<file path="src/rtl/baccarat_dealer.sv">
// Baccarat hand sequencer: deals six card slots, applies the natural and
// third-card rules from the external scorers, and latches the win lights.
module baccarat_dealer (
  input  logic       slow_clock,
  input  logic       resetb,
  input  logic [3:0] new_card,
  input  logic       new_game,
  input  logic [3:0] pscore,
  input  logic [3:0] dscore,
  output logic [3:0] pcard1,
  output logic [3:0] pcard2,
  output logic [3:0] pcard3,
  output logic [3:0] dcard1,
  output logic [3:0] dcard2,
  output logic [3:0] dcard3,
  output logic       player_win_light,
  output logic       dealer_win_light,
  output logic       done
);

  localparam int unsigned CARD_W  = 4;
  localparam int unsigned STATE_W = 3;

  localparam logic [STATE_W-1:0] S_DEAL_P1   = 3'd0;
  localparam logic [STATE_W-1:0] S_DEAL_D1   = 3'd1;
  localparam logic [STATE_W-1:0] S_DEAL_P2   = 3'd2;
  localparam logic [STATE_W-1:0] S_DEAL_D2   = 3'd3;
  localparam logic [STATE_W-1:0] S_EVAL      = 3'd4;
  localparam logic [STATE_W-1:0] S_BANK_EVAL = 3'd5;
  localparam logic [STATE_W-1:0] S_RESULT    = 3'd6;
  localparam logic [STATE_W-1:0] S_DONE      = 3'd7;

  logic [STATE_W-1:0] state, state_d;
  logic [CARD_W-1:0]  pcard1_d, pcard2_d, pcard3_d;
  logic [CARD_W-1:0]  dcard1_d, dcard2_d, dcard3_d;
  logic               player_win_d, dealer_win_d, done_d;
  logic [CARD_W-1:0]  p3v;
  logic               bank_draw;

  // Banker third-card table, indexed by banker score and player's third card value
  always_comb begin
    p3v       = (pcard3 <= CARD_W'(9)) ? pcard3 : '0;
    bank_draw = 1'b0;
    case (dscore)
      4'd0, 4'd1, 4'd2: bank_draw = 1'b1;
      4'd3:             bank_draw = (p3v != 4'd8);
      4'd4:             bank_draw = (p3v >= 4'd2) && (p3v <= 4'd7);
      4'd5:             bank_draw = (p3v >= 4'd4) && (p3v <= 4'd7);
      4'd6:             bank_draw = (p3v >= 4'd6) && (p3v <= 4'd7);
      default:          bank_draw = 1'b0;
    endcase
  end

  // Next-state and next-register values
  always_comb begin
    state_d      = state;
    pcard1_d     = pcard1;
    pcard2_d     = pcard2;
    pcard3_d     = pcard3;
    dcard1_d     = dcard1;
    dcard2_d     = dcard2;
    dcard3_d     = dcard3;
    player_win_d = player_win_light;
    dealer_win_d = dealer_win_light;
    case (state)
      S_DEAL_P1: begin
        pcard1_d = new_card;
        state_d  = S_DEAL_D1;
      end
      S_DEAL_D1: begin
        dcard1_d = new_card;
        state_d  = S_DEAL_P2;
      end
      S_DEAL_P2: begin
        pcard2_d = new_card;
        state_d  = S_DEAL_D2;
      end
      S_DEAL_D2: begin
        dcard2_d = new_card;
        state_d  = S_EVAL;
      end
      S_EVAL: begin
        if ((pscore >= 4'd8) || (dscore >= 4'd8)) begin
          state_d = S_RESULT;
        end else if (pscore <= 4'd5) begin
          pcard3_d = new_card;
          state_d  = S_BANK_EVAL;
        end else begin
          if (dscore <= 4'd5) dcard3_d = new_card;
          state_d = S_RESULT;
        end
      end
      S_BANK_EVAL: begin
        if (bank_draw) dcard3_d = new_card;
        state_d = S_RESULT;
      end
      S_RESULT: begin
        player_win_d = (pscore >= dscore);
        dealer_win_d = (dscore >= pscore);
        state_d      = S_DONE;
      end
      S_DONE: begin
        if (new_game) begin
          pcard1_d     = '0;
          pcard2_d     = '0;
          pcard3_d     = '0;
          dcard1_d     = '0;
          dcard2_d     = '0;
          dcard3_d     = '0;
          player_win_d = 1'b0;
          dealer_win_d = 1'b0;
          state_d      = S_DEAL_P1;
        end
      end
      default: state_d = S_DEAL_P1;
    endcase
    done_d = (state_d == S_DONE);
  end

  always_ff @(posedge slow_clock or negedge resetb) begin
    if (!resetb) begin
      state            <= S_DEAL_P1;
      pcard1           <= '0;
      pcard2           <= '0;
      pcard3           <= '0;
      dcard1           <= '0;
      dcard2           <= '0;
      dcard3           <= '0;
      player_win_light <= 1'b0;
      dealer_win_light <= 1'b0;
      done             <= 1'b0;
    end else begin
      state            <= state_d;
      pcard1           <= pcard1_d;
      pcard2           <= pcard2_d;
      pcard3           <= pcard3_d;
      dcard1           <= dcard1_d;
      dcard2           <= dcard2_d;
      dcard3           <= dcard3_d;
      player_win_light <= player_win_d;
      dealer_win_light <= dealer_win_d;
      done             <= done_d;
    end
  end

endmodule

</file>
<file path="config.mk">
export PLATFORM = sky130hd
export DESIGN_NAME = baccarat_dealer
export DESIGN_NICKNAME = d
export VERILOG_FILES = /design/src/rtl/baccarat_dealer.sv
export SDC_FILE = /design/constraint.sdc
export NUM_CORES = 1
export LEC_CHECK = 0
export BUFFER_PORTS_ARGS = -buffer_cell sky130_fd_sc_hd__clkbuf_2
export CORE_ASPECT_RATIO = 1.5
export CORE_MARGIN = 10
export CORE_UTILIZATION = 55
export CTS_BUF_LIST = sky130_fd_sc_hd__clkbuf_16
export DETAILED_ROUTE_END_ITERATION = 12
export PLACE_DENSITY = 0.85
export SETUP_SLACK_MARGIN = 0.15
export SYNTH_ARGS = -nofsm -noshare
export SYNTH_HDL_FRONTEND = slang
export SYNTH_SLANG_ARGS = --single-unit
</file>
<file path="constraint.sdc">
create_clock -name slow_clock -period 3.4 [get_ports slow_clock]
set_input_delay 0.68 -clock slow_clock [delete_from_list [all_inputs] [get_ports slow_clock]]
set_output_delay 0.68 -clock slow_clock [all_outputs]
set_load 0.05 [all_outputs]
</file>
==> impl_results.md, run 1 <==
* Worst vdd rail ir drop at 0.000758 V
* Clock network fraction of design power at 0.177
* CTS buffer count at 5
* Post-Place Worst Slack at 1.06 ns
* Commonest register cell after synthesis: dfrtp_1
* Start of the worst register-to-register path: state[2]$_DFF_PN0_
* Maxcap violations at 0
* Cells after synthesis at 147
* Final hold violation count at 0
* Warnings from Yosys at 0
* Seq/Total Area, Yosys at 0.507
* Part of the cycle the worst path needs at 0.629
* Startpoint class of the critical path: flip-flop
* Count of different cell masters after synthesis at 30
* Number of synthesized flops with an enable pin at 0
* Via total after detailed routing at 1321
* Final RePlAce weighted congestion at 0.795
* Buffers plus inverters on the worst setup path at 0
* GRT Residual Overflow at 0
* Total die area at 5210 um2
* Count of inserted antenna diode cells at 0
* Vertical die dimension at 83.6 um
* Highest-delay cell along the critical path: dfrtp_1
* Slew Limit Fails at 0
* Internal cell power at 1.16 mW
* Worst slew margin at 0.521
* Largest net degree at the start of global routing at 31
* Accumulated negative setup slack at 0 ns
* Floorplan row count at 23
* Overall Global Routing Usage at 0.155
* Largest fanout on the critical path at 25
* Count of state elements after synthesis at 30
* Number of gates resized after cts at 0
* Number of inserted filler cells in the final layout at 201
* Initial detailed-routing violation count at 63
* Top-count cell post-synth: dfrtp_1
* Worst EP arrival at 2.29 ns
* Clock sink count at 30
* Width of the die at 62.4 um
* Ratio of cells with drive above 1 in the final layout at 0.293
* Result of the run: finished, final reports clean
* Total power per unit cell area at 1240 nW/um2
* Synth-to-Final Area Change at 24.9%
* Sequential cell fraction of total power at 0.305
* Port buffer count at 41
* Register-to-register setup slack at 1.26 ns
* Setup Crit Path Kind: flip-flop to flip-flop
* Final net count at 209
* Min setup slack post-route at 1.26 ns
* Series of cell instances along the critical path: nor2b_1 > nand3_1 > a22oi_1 > mux2_2
* Class of the most critical hold timing path: input port to async pin
* Clock tree from TritonCTS: built
* Worst-case reg-to-reg path depth at 4
* Async SR Flop Fraction at 1.00
* Number of antenna violations at the first check in global routing at 0
* Yosys top cell by area: dfrtp_1
* Transition time at the pin with the least slew margin at 0.719 ns
* Synth top area share at 0.507
* Top-Level Pins at 42
* Number of DRC violations after detailed routing at 0
* Most instantiated cells after synthesis: dfrtp_1, nand2_1, a21oi_1, o22ai_1, nor2_1
* Leakage dissipation at 0.912 nW
* Number of buffers added for setup after CTS at 0
* Setup skew after layout at 0.00579 ns
* Switching Power at 1.13 mW
* Data required time of the critical path at 3.55 ns
* Capturing point of the worst reg2reg path: pcard3[0]$_DFFE_PN0P_
* Deepest clock path buffer count at 2
* Detailed-router iteration count before antenna repair at 4
* Core area at 2620 um2
* Largest stage delay on the critical path at 0.79 ns
* Mean number of vias per cell at 5.79
* Summed instance area of the synthesized netlist at 1480 um2
* Part of the power in combinational logic at 0.518
* Core occupancy in the finished layout at 0.707
* Effective utilization at floorplan at 0.566
* Multi-input gate area in the final layout at 693 um2
* Crit path max-delay family: flip-flops
* Clk Latency, worst-skew pair at 0.27 ns
* Total wire length after detailed routing at 3810 um
* Net count after synthesis at 166
* Area taken by flip-flops and latches at 751 um2
* Number of global-route vias before repair at 1374
* Post-CTS Hold Fix Bufs at 0
* ANT nets after route at 0
* Wire length of the first global-routing pass at 6550 um
* Post-placement cell count at 220
* H-tree depth at 2
* Root Buffer Master: clkbuf_16
* Kind of end point of the critical path: flip-flop
* Clock transition at the registers of the reported paths at 0.05 ns
* Synth top area cells: dfrtp_1, o22ai_1, a21oi_1, nand2_1, mux2_4
* Final min period at 2.14 ns
* Post-Synthesis Mean Instance Area at 10.1 um2
* Final number of setup-violating endpoints at 0
* Detailed placement HPWL at 2820 um
* Max Clock Freq at 468 MHz
* Switching share of total power at 0.494
* Unrepaired setup endpoints after global routing: false
* Per-cell routed wire length at 16.7 um
* Final Non-Filler Cells at 228
[cells by family (layout without fill, tap and decap cells)]
family,Yosys count,after routing,share of synthesized area
buffers and inverters,10,54,0.0253
muxes,7,7,0.0633
adders and majority gates,4,4,0.0338
and+or+nand+nor,46,46,0.151
DFF,30,30,0.507
AOI/OAI and AO/OA,50,50,0.220
[per-layer routing]
| metal | share of wire | vias up | GRT usage |
|---|---|---|---|
| met2 | 0.51 | 52 | 0.259 |
| li1 | - | 616 | - |
| met4 | 0.023 | 0 | 0.0837 |
| met5 | 0 | - | 0 |
| met3 | 0.068 | 6 | 0.0565 |
| met1 | 0.40 | 647 | 0.163 |
[power groups by stage]
| stage | combinational, mW | clock, mW | sequential (mW) |
|---|---|---|---|
| detailed placement | 1.19 | 0 | 0.694 |
| global placement | 1.17 | 0 | 0.689 |
| finish | 1.19 | 0.406 | 0.700 |
| CTS | 1.20 | 0.414 | 0.695 |
| global route | 1.28 | 0.432 | 0.726 |
| floorplan | 0.526 | 0 | 1.09 |
[flip-flops by register name (all words and copies together), names as in the netlist]
register and count:
dcard1 4, dcard2 4, dcard3 4, pcard1 4
pcard2 4, pcard3 4, state 3, dealer_win_light 1
done 1, player_win_light 1
[worst max-delay path by stage]
stage / end / slack, ns / from / cells past startpoint
finish: pcard3[0]$_DFFE_PN0P_ / 1.26 / state[2]$_DFF_PN0_ / 4
global route: dcard3[2]$_DFFE_PN0P_ / 1.07 / state[2]$_DFF_PN0_ / 5
CTS: dcard3[2]$_DFFE_PN0P_ / 1.27 / state[2]$_DFF_PN0_ / 5
detailed placement: dcard3[1]$_DFFE_PN0P_ / 1.06 / dscore[0] / 6
global placement: dcard3[1]$_DFFE_PN0P_ / 1.10 / dscore[0] / 6
floorplan: dcard3[0]$_DFFE_PN0P_ / 1.23 / dscore[0] / 5
[area by class of cell]
| class | count | area share |
|---|---|---|
| sequential | 30 | 0.406 |
| multi-input combinational | 107 | 0.375 |
| timing repair buffer | 41 | 0.111 |
| clock buffer | 5 | 0.0676 |
| tap | 37 | 0.0250 |
| inverter | 5 | 0.0101 |
| clock inverter | 3 | 0.00609 |
[layout by cell type, fill, tap and decap left out]
cell type	synthesis	final
nand2_1	19	19
o21ba_2	1	1
a22oi_1	1	1
nor2b_1	4	4
clkbuf_16	0	5
o211ai_1	1	1
mux2_4	4	4
clkbuf_2	0	41
nand4_1	1	1
a22o_1	4	4
o21ai_0	4	4
a21oi_1	16	16
a31oi_1	1	1
a221oi_2	1	1
inv_1	5	5
o22ai_1	13	13
clkinv_1	0	3
nor2_1	7	7
a211oi_1	2	2
a21o_1	2	2
a2111oi_0	1	1
mux2_2	3	3
or3b_1	1	1
ha_1	4	4
a211o_1	1	1
o21bai_1	2	2
dfrtp_1	30	30
nand2b_1	3	3
or3_4	1	1
nand3_1	5	5
and2_1	4	4
or3_1	1	1
[metrics by stage]
step	instance area, um2	hold slack, ns	total power [mW]
after global placement	1710	0.493	1.86
after floorplan	1480	0.384	1.61
after CTS	1850	0.479	2.31
after global routing	1850	0.509	2.44
after detailed placement	1710	0.482	1.89
final	1850	0.451	2.30
No activity file was read; power rests on OpenSTA's default activity.
==> inputs of run 2 (changes only) <==
- CORE_UTILIZATION: 55 -> 51
- PLACE_DENSITY: 0.85 -> 0.79
- clock period: 3.4 -> 2.2 ns (I/O delays scaled with it)
==> impl_results.md, run 2 (synthesized netlist as in run 1, its figures left out) <==
* Startpoint class of the critical path: flip-flop (unchanged)
* Port buffer count at 41 (unchanged)
* Worst setup endpoint: pcard3[0]$_DFFE_PN0P_ (unchanged)
* Top-Level Pins at 42 (unchanged)
* Final min period at 1.95 ns (was 2.14 ns)
* Synth-to-Final Area Change at 25.8% (was 24.9%)
* Register-to-register setup slack at 0.25 ns (was 1.26 ns)
* Detailed placement HPWL at 3030 um (was 2820 um)
* Worst EP arrival at 2.11 ns (was 2.29 ns)
* Part of the cycle the worst path needs at 0.888 (was 0.629)
* Slew Limit Fails at 0 (unchanged)
* Mean number of vias per cell at 5.82 (was 5.79)
* Vertical die dimension at 86.0 um (was 83.6 um)
* Clk Latency, worst-skew pair at 0.27 ns (about the same)
* Number of DRC violations after detailed routing at 0 (unchanged)
* Clock tree from TritonCTS: built (unchanged)
* Max Clock Freq at 512 MHz (was 468 MHz)
* Total die area at 5510 um2 (was 5210 um2)
* Overall Global Routing Usage at 0.150 (was 0.155)
* Number of antenna violations at the first check in global routing at 0 (unchanged)
* Per-cell routed wire length at 17.6 um (was 16.7 um)
* Post-CTS Hold Fix Bufs at 0 (unchanged)
* ANT nets after route at 0 (unchanged)
* Clock transition at the registers of the reported paths at 0.05 ns (about the same)
* Core occupancy in the finished layout at 0.681 (was 0.707)
* Class of the most critical hold timing path: input port to async pin (unchanged)
* Wire length of the first global-routing pass at 6720 um (was 6550 um)
* Count of inserted antenna diode cells at 0 (unchanged)
* Effective utilization at floorplan at 0.542 (was 0.566)
* Unrepaired setup endpoints after global routing: false (unchanged)
* Via total after detailed routing at 1333 (was 1321)
* Setup Crit Path Kind: flip-flop to flip-flop (unchanged)
* Kind of end point of the critical path: flip-flop (unchanged)
* Post-placement cell count at 221 (was 220)
* Total wire length after detailed routing at 4020 um (was 3810 um)
* Width of the die at 64.0 um (was 62.4 um)
* Final RePlAce weighted congestion at 0.858 (was 0.795)
* Capturing point of the worst reg2reg path: pcard3[0]$_DFFE_PN0P_ (unchanged)
* Total power per unit cell area at 1920 nW/um2 (was 1240 nW/um2)
* Final Non-Filler Cells at 229 (was 228)
* Leakage dissipation at 0.921 nW (was 0.912 nW)
* Worst slew margin at 0.517 (was 0.521)
* Accumulated negative setup slack at 0 ns (unchanged)
* Final hold violation count at 0 (unchanged)
* Result of the run: finished, final reports clean (unchanged)
* Final net count at 210 (was 209)
* Clock sink count at 30 (unchanged)
* Final number of setup-violating endpoints at 0 (unchanged)
* Worst-case reg-to-reg path depth at 4 (unchanged)
* Floorplan row count at 23 (unchanged)
* GRT Residual Overflow at 0 (unchanged)
* Core area at 2730 um2 (was 2620 um2)
* Most common cell after layout, fill and taps aside: clkbuf_2 (unchanged)
* Commonest cells after routing, fill and taps aside: clkbuf_2, dfrtp_1, nand2_1 (unchanged)
* Root Buffer Master: clkbuf_16 (unchanged)
* Largest fanout on the critical path at 16 (was 25)
* Largest net degree at the start of global routing at 31 (unchanged)
* Setup skew after layout at 0.00215 ns (was 0.00579 ns)
* Detailed-router iteration count before antenna repair at 4 (unchanged)
* CTS buffer count at 5 (unchanged)
* Data required time of the critical path at 2.35 ns (was 3.55 ns)
* Maxcap violations at 0 (unchanged)
* Number of inserted filler cells in the final layout at 237 (was 201)
* Transition time at the pin with the least slew margin at 0.725 ns (was 0.719 ns)
* H-tree depth at 2 (unchanged)
* CP Launch Point: state[0]$_DFF_PN0_ (was state[2]$_DFF_PN0_)
* Initial detailed-routing violation count at 42 (was 63)
* Worst vdd rail ir drop at 0.00108 V (was 0.000758 V)
* Ratio of cells with drive above 1 in the final layout at 0.313 (was 0.293)
* Start of the worst register-to-register path: state[0]$_DFF_PN0_ (was state[2]$_DFF_PN0_)
* Deepest clock path buffer count at 2 (unchanged)
* Number of buffers added for setup after CTS at 0 (unchanged)
* Number of global-route vias before repair at 1396 (was 1374)
[run 2: cell count changes in the layout (fill, tap and decap cells not counted)]
cell and change:
a2111oi_1 +1, buf_4 +1, clkinv_2 +1, inv_1 +1, a2111oi_0 -1, clkinv_1 -2, dfrtp_2 +2, dfrtp_1 -2
[run 2: per-stage QoR]
| step | area (um2) | hold slack [ns] | setup slack (ns) | power, mW |
|---|---|---|---|---|
| 2_1_floorplan | 1480 | 0.144 | 0.188 | 2.50 |
| 3_3_place_gp | 1720 | 0.495 | 0.139 | 2.90 |
| 3_5_place_dp | 1720 | 0.489 | 0.0811 | 2.96 |
| 4_1_cts | 1860 | 0.243 | 0.228 | 3.61 |
| 5_1_grt | 1860 | 0.285 | 0.155 | 3.80 |
| 6_report | 1860 | 0.217 | 0.247 | 3.58 |
[run 2: power by group]
part / switching (mW) / total [mW] / leakage [nW] / internal [mW]
clock: 0.219 / 0.625 / 0.0724 / 0.406
combinational: 1.33 / 1.93 / 0.473 / 0.603
sequential: 0.221 / 1.02 / 0.375 / 0.803
total: 1.77 / 3.58 / 0.921 / 1.81
[run 2: layer usage]
layer | vias up | share of wire | GRT usage
met5 | - | 0 | 0
li1 | 627 | - | -
met4 | 0 | 0.020 | 0.0699
met2 | 43 | 0.52 | 0.256
met1 | 654 | 0.39 | 0.156
met3 | 9 | 0.071 | 0.0599
[run 2: worst min path at each step]
stage                                   end  slack [ns]  depth (start not counted)
3_3_place_gp          dcard2[1]$_DFFE_PN0P_        0.50                          1
4_1_cts                      done$_DFF_PN0_        0.24                          1
6_report              dcard1[2]$_DFFE_PN0P_        0.22                          1
5_1_grt        player_win_light$_DFFE_PN0P_        0.29                          1
3_5_place_dp          dcard2[3]$_DFFE_PN0P_        0.49                          1
2_1_floorplan         dcard1[0]$_DFFE_PN0P_        0.14                          0
[run 2: final cells by class]
| cell class | instances | area [um2] | area share |
|---|---|---|---|
| clock buffers | 5 | 125 | 0.0672 |
| multi-input cells | 107 | 694 | 0.373 |
| inverters | 5 | 18.8 | 0.0101 |
| repair buffers | 42 | 213 | 0.114 |
| well taps | 37 | 46.3 | 0.0248 |
| flip-flops and latches | 30 | 753 | 0.404 |
| clock inverters | 3 | 12.5 | 0.00672 |
[run 2: worst max-delay path, cell delays in order, from the launching register on]
cell and delay, ns:
dfrtp_1 0.61, o21bai_1 0.19, o22ai_1 0.14, a22oi_1 0.49, mux2_2 0.40
[run 2: what timing repair did]
item                                   in CTS  in global routing
setup endpoints to repair                   0                  4
resized for setup                           0                  1
endpoints found under the hold margin       0                  0
==> inputs of run 3 (changes only) <==
- CORE_UTILIZATION: 51 -> 46
- CTS_BUF_LIST: sky130_fd_sc_hd__clkbuf_16 -> sky130_fd_sc_hd__clkbuf_4 sky130_fd_sc_hd__clkbuf_8
- PLACE_DENSITY: 0.79 -> 0.73
==> impl_results.md, run 3 (synthesized netlist as in run 1, its figures left out) <==
* Result of the run: finished, final reports clean (unchanged)
* Top-Level Pins at 42 (unchanged)
* Class of the most critical hold timing path: input port to async pin (unchanged)
* ANT nets after route at 0 (unchanged)
* Slew Limit Fails at 0 (unchanged)
* Root Buffer Master: clkbuf_8 (was clkbuf_16)
* Count of inserted antenna diode cells at 0 (unchanged)
* Setup skew after layout at 0.0107 ns (was 0.00215 ns)
* GRT Residual Overflow at 0 (unchanged)
* Effective utilization at floorplan at 0.474 (was 0.542)
* Clock sink count at 30 (unchanged)
* Number of buffers added for setup after CTS at 0 (unchanged)
* Detailed-router iteration count before antenna repair at 4 (unchanged)
* Synth-to-Final Area Change at 22.5% (was 25.8%)
* Initial detailed-routing violation count at 64 (was 42)
* Deepest clock path buffer count at 2 (unchanged)
* Total wire length after detailed routing at 3760 um (was 4020 um)
* Commonest cells after routing, fill and taps aside: clkbuf_2, dfrtp_1, nand2_1 (unchanged)
* Number of DRC violations after detailed routing at 0 (unchanged)
* Final net count at 210 (unchanged)
* Largest net degree at the start of global routing at 31 (unchanged)
* Via total after detailed routing at 1291 (was 1333)
* Leakage dissipation at 0.897 nW (was 0.921 nW)
* Post-CTS Hold Fix Bufs at 0 (unchanged)
* Core occupancy in the finished layout at 0.580 (was 0.681)
* Total die area at 5940 um2 (was 5510 um2)
* Clock transition at the registers of the reported paths at 0.07 ns (was 0.05 ns)
* Startpoint class of the critical path: flip-flop (unchanged)
* Final RePlAce weighted congestion at 0.785 (was 0.858)
* Port buffer count at 41 (unchanged)
* Number of gates resized after cts at 0 (unchanged)
* Kind of end point of the critical path: flip-flop (unchanged)
* Number of antenna violations at the first check in global routing at 0 (unchanged)
* Final number of setup-violating endpoints at 0 (unchanged)
* Clk Latency, worst-skew pair at 0.29 ns (was 0.27 ns)
* CTS buffer count at 5 (unchanged)
* Transition time at the pin with the least slew margin at 0.739 ns (was 0.725 ns)
* Clock tree from TritonCTS: built (unchanged)
* Total power at 3.36 mW (was 3.58 mW)
* Ratio of cells with drive above 1 in the final layout at 0.323 (was 0.313)
* Mean number of vias per cell at 5.56 (was 5.82)
* Worst hold-check slack at 0.206 ns (was 0.217 ns)
* Worst vdd rail ir drop at 0.00113 V (was 0.00108 V)
* Worst EP arrival at 2.11 ns (about the same)
* Unrepaired setup endpoints after global routing: false (unchanged)
* Final Non-Filler Cells at 232 (was 229)
* Wire length of the first global-routing pass at 6510 um (was 6720 um)
* Final hold violation count at 0 (unchanged)
* Post-placement cell count at 224 (was 221)
* Width of the die at 66.3 um (was 64.0 um)
* Worst-case reg-to-reg path depth at 5 (was 4)
* Data required time of the critical path at 2.38 ns (was 2.35 ns)
* Largest fanout on the critical path at 4 (was 16)
* H-tree depth at 2 (unchanged)
* Number of global-route vias before repair at 1359 (was 1396)
* Register-to-register setup slack at 0.27 ns (was 0.25 ns)
* Total power per unit cell area at 1850 nW/um2 (was 1920 nW/um2)
* Maxcap violations at 0 (unchanged)
* Detailed placement HPWL at 2810 um (was 3030 um)
* Per-cell routed wire length at 16.2 um (was 17.6 um)
* Setup Crit Path Kind: flip-flop to flip-flop (unchanged)
* Worst slew margin at 0.507 (was 0.517)
* Accumulated negative setup slack at 0 ns (unchanged)
* Floorplan row count at 25 (was 23)
* Overall Global Routing Usage at 0.142 (was 0.150)
* Max Clock Freq at 517 MHz (was 512 MHz)
* Part of the cycle the worst path needs at 0.879 (was 0.888)
* Core area at 3130 um2 (was 2730 um2)
* Final min period at 1.93 ns (was 1.95 ns)
* Vertical die dimension at 89.5 um (was 86.0 um)
* Most common cell after layout, fill and taps aside: clkbuf_2 (unchanged)
==> run 3: final timing paths <==
kind,start,to
max in group asynchronous,resetb,pcard3[3]$_DFFE_PN0P_
worst min-delay path,resetb,pcard3[1]$_DFFE_PN0P_
min in group slow_clock,new_game,done$_DFF_PN0_
worst min register to register,dcard2[2]$_DFFE_PN0P_,dcard2[2]$_DFFE_PN0P_
worst max register to register,pcard3[3]$_DFFE_PN0P_,dcard3[1]$_DFFE_PN0P_
worst max-delay path,pcard3[3]$_DFFE_PN0P_,dcard3[1]$_DFFE_PN0P_
==> run 3: metrics by stage <==
stage               area [um2]  setup slack [ns]
floorplan                 1480             0.188
global placement          1730             0.138
detailed placement        1730            0.0859
CTS                       1810             0.250
global route              1810             0.156
finish                    1810             0.265
==> run 3: worst max-delay path, cell delays in order, from the launching register on <==
cell	delay (ns)
dfrtp_2	0.42
or3b_1	0.36
a221oi_2	0.21
a2111oi_0	0.10
or3_4	0.43
mux2_4	0.31
==> run 3: final cells by class <==
cell class / instances / area, um2
inverter: 5 / 18.8
sequential: 30 / 753
fill: 287 / 1310
timing repair buffer: 42 / 213
clock inverter: 2 / 10.0
clock buffer: 6 / 76.3
multi-input combinational: 107 / 693
tap: 40 / 50.0
==> run 3: layer usage <==
layer / GRT usage / routed length (um)
met1: 0.173 / 1640
met2: 0.210 / 1810
met3: 0.0514 / 237
met4: 0.0784 / 72
met5: 0 / 0
==> run 3: power breakdown <==
group / switching (mW) / internal, mW
clock: 0.200 / 0.231
sequential: 0.221 / 0.802
combinational: 1.30 / 0.602
total: 1.72 / 1.63
